`config.mk`:
```
export PLATFORM = sky130hd
export DESIGN_NAME = perceptron_trainer
export DESIGN_NICKNAME = d
export VERILOG_FILES = /design/src/rtl/perceptron_pkg.sv /design/src/rtl/perceptron_weight_sat.sv /design/src/rtl/perceptron_trainer.sv
export SDC_FILE = /design/constraint.sdc
export NUM_CORES = 1
export LEC_CHECK = 0
export CORE_ASPECT_RATIO = 0.9
export CORE_MARGIN = 2
export CORE_UTILIZATION = 45
export DETAILED_ROUTE_END_ITERATION = 7
export PLACE_DENSITY = 0.74
export SLEW_MARGIN = 10
export SYNTH_ARGS = -nofsm -noshare
export SYNTH_HDL_FRONTEND = slang
export SYNTH_SLANG_ARGS = --single-unit
```
`constraint.sdc`:
```
create_clock -name clk -period 4.55 [get_ports clk]
set_clock_uncertainty 0.15 [all_clocks]
set_input_delay 0.6825 -clock clk [delete_from_list [all_inputs] [get_ports clk]]
set_output_delay 0.6825 -clock clk [all_outputs]
set_load 0.02 [all_outputs]
```
`src/rtl/perceptron_pkg.sv`:
```
// perceptron_pkg: shared widths, weight limits, FSM state type and row slicing helpers for the perceptron trainer.
package perceptron_pkg;
  localparam int THETA_DEFAULT = 68;
  typedef enum logic [1:0] {IDLE, RD, WAIT, WR} state_t;
  function automatic int y_bits(input int w_bits, input int hist);
    return w_bits + $clog2(hist + 1) + 1;
  endfunction
  function automatic int w_max(input int w_bits);
    return (1 << (w_bits - 1)) - 1;
  endfunction
  function automatic int w_min(input int w_bits);
    return -(1 << (w_bits - 1));
  endfunction
  function automatic int row_lsb(input int i, input int w_bits);
    return i * w_bits;
  endfunction
endpackage

```
`src/rtl/perceptron_weight_sat.sv`:
```
// perceptron_weight_sat: single-weight +/-1 adder that saturates at the signed range limits.
module perceptron_weight_sat
  import perceptron_pkg::*;
#(
  parameter int W_BITS = 8
) (
  input  logic [W_BITS-1:0] w,
  input  logic              inc,
  output logic [W_BITS-1:0] q
);
  localparam logic [W_BITS-1:0] W_HI = W_BITS'(w_max(W_BITS));
  localparam logic [W_BITS-1:0] W_LO = W_BITS'(w_min(W_BITS));
  localparam logic [W_BITS-1:0] ONE = 1;
  always_comb q = inc ? (w == W_HI ? w : w + ONE) : (w == W_LO ? w : w - ONE);
endmodule

```
`src/rtl/perceptron_trainer.sv`:
```
// perceptron_trainer: perceptron row read-modify-write trainer; optional stat counters via PERCEPTRON_TRAINER_STATS_EN.
module perceptron_trainer
  import perceptron_pkg::*;
#(
  parameter int INDEX_BITS = 7,
  parameter int HIST = 28,
  parameter int W_BITS = 8,
  parameter int THETA = THETA_DEFAULT,
  localparam int Y_BITS = y_bits(W_BITS, HIST)
) (
  input  logic                         clk,
  input  logic                         rst,
  input  logic                         req_valid,
  output logic                         req_ready,
  input  logic [INDEX_BITS-1:0]        req_idx,
  input  logic [HIST-1:0]              req_hist,
  input  logic                         req_taken,
  input  logic [Y_BITS-1:0]            req_y,
  output logic                         mem_rd_en,
  output logic [INDEX_BITS-1:0]        mem_rd_idx,
  input  logic                         mem_rd_valid,
  input  logic [(HIST+1)*W_BITS-1:0]   mem_rd_data,
  output logic                         mem_wr_en,
  output logic [INDEX_BITS-1:0]        mem_wr_idx,
  output logic [(HIST+1)*W_BITS-1:0]   mem_wr_data,
  output logic                         done,
`ifdef PERCEPTRON_TRAINER_STATS_EN
  output logic [31:0]                  stat_updates,
  output logic [31:0]                  stat_skips,
`endif
  output logic                         done_updated
);
  localparam logic signed [Y_BITS-1:0] TH_P = Y_BITS'(THETA);
  localparam logic signed [Y_BITS-1:0] TH_N = Y_BITS'(-THETA);
  state_t state;
  logic [INDEX_BITS-1:0] idx;
  logic [HIST-1:0] hist;
  logic taken;
  logic need;
  logic signed [Y_BITS-1:0] y;
  logic [HIST:0] inc_v;
  logic [(HIST+1)*W_BITS-1:0] upd;
  // Signed window compare avoids negating the most negative y.
  always_comb begin
    y = req_y;
    need = (~y[Y_BITS-1] != req_taken) || (y <= TH_P && y >= TH_N);
    inc_v = {~(hist ^ {HIST{taken}}), taken};
  end
  assign req_ready = (state == IDLE) && !rst;
  for (genvar i = 0; i <= HIST; i++) begin : g_w
    perceptron_weight_sat #(.W_BITS(W_BITS)) u_sat (
      .w(mem_rd_data[row_lsb(i, W_BITS) +: W_BITS]),
      .inc(inc_v[i]),
      .q(upd[row_lsb(i, W_BITS) +: W_BITS])
    );
  end
  always_ff @(posedge clk) begin
    if (rst) begin
      state <= IDLE;
      mem_rd_en <= 1'b0;
      mem_wr_en <= 1'b0;
      done <= 1'b0;
      done_updated <= 1'b0;
      mem_wr_data <= '0;
      mem_wr_idx <= '0;
      mem_rd_idx <= '0;
      idx <= '0;
      hist <= '0;
      taken <= 1'b0;
    end else begin
      mem_rd_en <= 1'b0;
      mem_wr_en <= 1'b0;
      done <= 1'b0;
      done_updated <= 1'b0;
      case (state)
        IDLE: if (req_valid) begin
          idx <= req_idx;
          hist <= req_hist;
          taken <= req_taken;
          if (need) begin
            state <= RD;
            mem_rd_en <= 1'b1;
            mem_rd_idx <= req_idx;
          end else done <= 1'b1;
        end
        RD: state <= WAIT;
        WAIT: if (mem_rd_valid) begin
          state <= WR;
          mem_wr_data <= upd;
          mem_wr_idx <= idx;
          mem_wr_en <= 1'b1;
          done <= 1'b1;
          done_updated <= 1'b1;
        end
        default: state <= IDLE;
      endcase
    end
  end
`ifdef PERCEPTRON_TRAINER_STATS_EN
  always_ff @(posedge clk) begin
    if (rst) begin
      stat_updates <= '0;
      stat_skips <= '0;
    end else if (done) begin
      if (done_updated) stat_updates <= stat_updates + 32'd1;
      else stat_skips <= stat_skips + 32'd1;
    end
  end
`endif
endmodule

```
# [Yosys cells after proc, flatten, opt, wreduce, memory -nomap -nowiden]
# Cells that the tools add are included.
[classes] add_sub_neg=58 n_lt_le_gt_ge=2 n_eq_ne=64 mux=96 bitwise=6 n_reduce_logical=11
[ops] cell="two-way mux 8 bit" count=87
[ops] cell="adder 8 x 1 -> 8 bit (second input constant)" count=29
[ops] cell="== test 8 x 7 -> 1 bit (second input constant)" count=29
[ops] cell="== test 8 bit (second input constant)" count=29
[ops] cell="subtractor 8 x 1 -> 8 bit (second input constant)" count=29
[ops] cell="inverter 28 bit" count=1
[ops] cell="bitwise XOR 28 bit" count=1
[ops] cell="greater-or-equal comparator 14 x 8 -> 1 bit (second input constant)" count=1
[ops] cell="<= comparator 14 x 8 -> 1 bit (second input constant)" count=1
[ops] cell="two-way mux 2 bit" count=3
[ops] cell="inequality test 2 bit (second input constant)" count=3
[ops] cell="case mux 2 bit (3 select lines)" count=1
[ops] cell="AND reduction 3 bit" count=2
[ops] cell="two-way mux 1 bit" count=4
[ops] cell="inverter 1 bit" count=4
[ops] cell="AND reduction 2 bit" count=2
[ops] cell="OR reduction 3 bit" count=1
[ops] cell="== test 2 x 1 -> 1 bit (second input constant)" count=1
[ops] cell="== test 2 bit (second input constant)" count=1
[ops] cell="logical AND 1 bit" count=2
[ops] cell="zero test 2 bit" count=1
[ops] cell="case mux 1 bit (2 select lines)" count=1
[ops] cell="OR reduction 2 bit" count=1
[ops] cell="zero test 1 bit" count=1
[ops] cell="2 further kinds" count=2
[totals] ff_bits=287 input_bits=286 output_inout_bits=251 word_cells=247

# [Logic depth before layout (Yosys ltp)]
[logic_depth] depth_word=6 ltp_mapped=10 ltp_nobuf=7

# [Cells and area by module]
# A second synthesis with hierarchy kept.
[unflattened] cells_unflattened=3144 hier_area_um2=22803.1
[by_module_without_submodules] mod="perceptron_weight_sat" n_inst=29 cells_each=64 area_per_inst_um2=436.7 seq_area_each_um2=0.0
[by_module_without_submodules] mod="perceptron_trainer" n_inst=1 cells_each=1288 area_per_inst_um2=10139.7 seq_area_each_um2=5745.5

# [Worst setup path after synthesis]
# No wires, ideal clock.
[synth_timing] kind="input to register" from="input mem_rd_data[10]" to="register mem_wr_data[15]" setup_ns=0.123 t_arrival_ns=2.302 required_ns=4.277 slack_ns=1.976 cell_stages=6 path_buffers=1 path_cell_list="clkbuf_1 > or4_1 > nor4_1 > mux2_2 > a221oi_1 > nor2_1"
[synth_between] elab_chain_cells=3 word_cells_on_any_way=7 classes_between="add/sub (2); eq/ne (2); mux (3)"
[synth_rtl] element="start: declaration" line_no="perceptron_trainer.sv:22" source="input logic [(HIST+1)*W_BITS-1:0] mem_rd_data,"
[synth_rtl] element="subtractor 8 x 1 -> 8 bit, or another cell as far along" line_no="perceptron_weight_sat.sv:14" source="always_comb q = inc ? (w == W_HI ? w : w + ONE) : (w == W_LO ? w : w - ONE);"
[synth_rtl] element="two-way mux 8 bit" line_no="perceptron_weight_sat.sv:14"
[synth_rtl] element="two-way mux 8 bit (*)" line_no="perceptron_weight_sat.sv:14"
[synth_rtl] element="end signal: assignment" line_no="perceptron_trainer.sv:89" source="mem_wr_data <= upd;"
[synth_rtl] element="end: declaration" line_no="perceptron_trainer.sv:25" source="output logic [(HIST+1)*W_BITS-1:0] mem_wr_data,"
# Every way passes the cells marked *; elsewhere a longest branch is shown, timed or not.
# A chain may end at the register's enable or synchronous reset.

# [Final worst setup path]
[layout_timing] from="register state[0]" to="output req_ready"
[layout_between] elab_chain_cells=2
[layout_rtl] element="start: declaration" line_no="perceptron_trainer.sv:35" source="state_t state;"
[layout_rtl] element="start signal: assignment" line_no="perceptron_trainer.sv:59" source="state <= IDLE;"
[layout_rtl] element="start signal: assignment" line_no="perceptron_trainer.sv:81" source="state <= RD;"
[layout_rtl] element="start signal: assignment" line_no="perceptron_trainer.sv:86" source="RD: state <= WAIT;"
[layout_rtl] element="zero test 2 bit" line_no="perceptron_trainer.sv:49" source="assign req_ready = (state == IDLE) && !rst;"
[layout_rtl] element="logical AND 1 bit" line_no="perceptron_trainer.sv:49"
[layout_rtl] element="end: declaration" line_no="perceptron_trainer.sv:14" source="output logic req_ready,"
# No other way between the ends.

==> impl_metrics.env <==
export IMPL_end_kind="output port"
export IMPL_antenna_found_initial=16
export IMPL_gp_congestion=0.9554
export IMPL_p_total_uw=10400
export IMPL_synthSimpleGateAreaFrac=0.2129
export IMPL_path_max_fanout=5
export IMPL_insertion_delay_ns=0.55
export IMPL_wl_met3_um=6657
export IMPL_startpoint_type="flip-flop"
export IMPL_syn_inst=2825
export IMPL_setup_tns_final_ns=0
export IMPL_netlist_area_um2=21540
export IMPL_nets=3566
export IMPL_core_um2=47550
export IMPL_first_iter_violations=1606
export IMPL_clock_fmax_ghz=0.3376
export IMPL_wl_um=78670
export IMPL_final_common_cell="clkdlybuf4s50_1"
export IMPL_cp_arrival_ns=2.13
export IMPL_drv_slew=0
export IMPL_grt_pass1_vias=21580
export IMPL_clock_sinks=287
export IMPL_synthArstFlopShare=0
export IMPL_drcViolationCount=0
export IMPL_via_count=23450
export IMPL_rows=76
export IMPL_die_w_um=234.6
export IMPL_yosysWarnings=0
export IMPL_synthFlopType="dfxtp_1"
export IMPL_cts_max_level=2
export IMPL_maxCapViolCount=0
export IMPL_synth_mux_area_frac=0.03519
export IMPL_drive_gt1_frac=0.05191
export IMPL_cts_root_buffer="clkbuf_16"
export IMPL_ys_seq_area_frac=0.2667
export IMPL_rsz0062_at_grt="false"
export IMPL_tightest_slew_ns=1.121
export IMPL_cts_setup_buffers=0
export IMPL_synth_top_family_by_area="compound AO/OA/AOI/OAI gates"
export IMPL_wirelength_met1_um=32990
export IMPL_p_leak_uw=0.01036
export IMPL_setup_viol=0
export IMPL_synthXorXnorAreaFrac=0.08775
export IMPL_port_buffers=536
export IMPL_pin_count=537
export IMPL_finalCriticalPeriod_ns=2.962
export IMPL_layout_common_cells="clkdlybuf4s50_1, dfxtp_1, nand2_1, o21ai_0, a21oi_1"
export IMPL_synthAdderAreaFrac=0.05169
export IMPL_clk_pin_slew_ns=0.05
export IMPL_synth_nets=3200
export IMPL_areaGrowthSynthToFinish_pct=31.31
export IMPL_die_area_um2=49650
export IMPL_synth_edff_count=0
export IMPL_cts_tree="built"
export IMPL_worstPathRequired_ns=3.72
export IMPL_period_share=0.6510
export IMPL_status="complete, no violations"
export IMPL_wl_per_cell_um=20.43
export IMPL_via_per_inst=6.089
export IMPL_grt_overflow=0
export IMPL_ys_ff_latch=287
export IMPL_path_class="reg2out"
export IMPL_hp_class="reg2reg"
export IMPL_grt_total_usage=0.2986
export IMPL_maxSlewHeadroom=0.2433
export IMPL_top_layer_used="met5"
export IMPL_syn_avg_cell_area_um2=7.626
export IMPL_initial_core_util=0.4531
export IMPL_clk_path_buf_depth=3
export IMPL_dr_pass1_iters=7
export IMPL_power_density_nw_per_um2=367.8
export IMPL_cts_hold_buf=0
export IMPL_hold_viol_final=0
export IMPL_grt_max_degree=117
export IMPL_vdd_drop_max_uv=284.8
export IMPL_synth_compound_area_frac=0.2814
export IMPL_grt_pass1_wl_um=120800
export IMPL_cts_buffers=38
export IMPL_wl_met2_um=35610
export IMPL_fp_dieH_um=211.6
export IMPL_synth_distinct_cells=84
export IMPL_final_antenna_net_count=0
export IMPL_post_cts_resize_count=0
export IMPL_dp_hpwl_um=56240
-- worst max-delay path: stages (launching register included) --
cell             delay [ns]
dfxtp_1                0.31
inv_1                  0.08
ha_1                   0.24
inv_1                  0.09
nor2_1                 0.22
clkdlybuf4s50_1        0.65
-- kinds of logic after synthesis --
logic type,count (synthesis)
compound gates,911
xor+xnor,215
fa+ha+maj,89
buf+inv,351
flops,287
mux,72
simple gates,900
-- flip-flops by register name (all words and copies together) (netlist names) --
name and count:
taken 1, mem_rd_en 1, done 1, mem_rd_idx 7
idx 7, state 2, mem_wr_data 232, done_updated 1
hist 28, mem_wr_idx 7
-- final timing paths --
| path | slack (ns) | startpoint | cells after the start | to |
|---|---|---|---|---|
| setup reg to reg | 1.61 | taken | 5 | mem_wr_data[163] |
| setup / recovery | 1.59 | state[0] | 5 | req_ready |
| hold / removal | 0.30 | mem_wr_data[192] | 2 | mem_wr_data[192] |
| hold reg to reg | 0.30 | mem_wr_data[192] | 2 | mem_wr_data[192] |
-- final cells by class --
| type | count | area (um2) |
|---|---|---|
| Sequential cell | 287 | 5749 |
| Timing Repair Buffer | 552 | 5495 |
| Tap cell | 624 | 780.7 |
| Multi-Input combinational cell | 2187 | 14440 |
| Fill cell | 4285 | 19260 |
| Clock inverter | 13 | 178.9 |
| Inverter | 125 | 474.2 |
| Clock buffer | 53 | 1151 |
| Antenna cell | 10 | 25.02 |
-- metal layers --
| metal | track usage | vias up |
|---|---|---|
| met3 | 0.08071 | 184 |
| met4 | 0.1362 | 16 |
| met2 | 0.4706 | 930 |
| met1 | 0.3816 | 11140 |
| met5 | 0 | - |
| li1 | - | 11180 |
-- synth_stat cells (all sizes together), types with 9 or more instances --
| cell type | n | area [um2] |
|---|---|---|
| dfxtp | 287 | 5746 |
| nand2 | 267 | 1002 |
| o21ai | 254 | 1271 |
| a21oi | 239 | 1196 |
| clkbuf | 193 | 725.7 |
| nor2 | 148 | 555.5 |
| xnor2 | 140 | 1226 |
| inv | 125 | 469.2 |
| nand3 | 102 | 510.5 |
| ha | 89 | 1114 |
| nor3 | 80 | 405.4 |
| xor2 | 75 | 664.4 |
| a31oi | 51 | 319.1 |
| nand4 | 43 | 269.0 |
| mux2i | 42 | 420.4 |
| nor4 | 38 | 244.0 |
| o211ai | 37 | 277.8 |
| o31ai | 37 | 416.7 |
| or3 | 36 | 225.2 |
| and3 | 35 | 219.0 |
| buf | 33 | 192.7 |
| or4 | 32 | 270.3 |
| a221oi | 30 | 262.8 |
| mux2 | 30 | 337.8 |
| o221ai | 26 | 227.7 |
| and4 | 24 | 211.5 |
| nand2b | 24 | 150.1 |
| a41oi | 16 | 140.1 |
| o22a | 16 | 140.1 |
| a211oi | 14 | 105.1 |
| and2 | 14 | 87.58 |
| nor2b | 14 | 87.58 |
| a2bb2oi | 13 | 113.9 |
| o311ai | 13 | 113.9 |
| o22ai | 12 | 75.07 |
| a22o | 11 | 96.34 |
| nor3b | 11 | 82.58 |
| o2111ai | 11 | 96.34 |
| o221a | 11 | 123.9 |
| o31a | 11 | 96.34 |
| o32a | 11 | 110.1 |
| nand3b | 10 | 75.07 |
| o21a | 10 | 75.07 |
| a21o | 9 | 67.56 |
| a32o | 9 | 90.09 |
-- metrics by stage --
step / setup slack, ns / cells / hold WS, ns / utilization / cell area [um2]
2_1_floorplan: 1.976 / 2825 / 0.2821 / - / 21540
3_3_place_gp: 1.170 / 3775 / 0.2857 / 0.5665 / 26930
3_5_place_dp: 1.133 / 3775 / 0.2881 / 0.5665 / 26930
4_1_cts: 1.565 / 3841 / 0.3034 / 0.5945 / 28260
5_1_grt: 1.409 / 3847 / 0.3067 / 0.5948 / 28280
6_report: 1.588 / 3851 / 0.3004 / 0.5950 / 28290
-- where the power goes --
part / leakage, uW / internal [uW] / switching, uW
clock network: 0.000650 / 1990 / 1210
registers: 0.00233 / 2850 / 256
logic: 0.00738 / 1650 / 2450
Note: power is estimated with default switching activity, not from simulation.
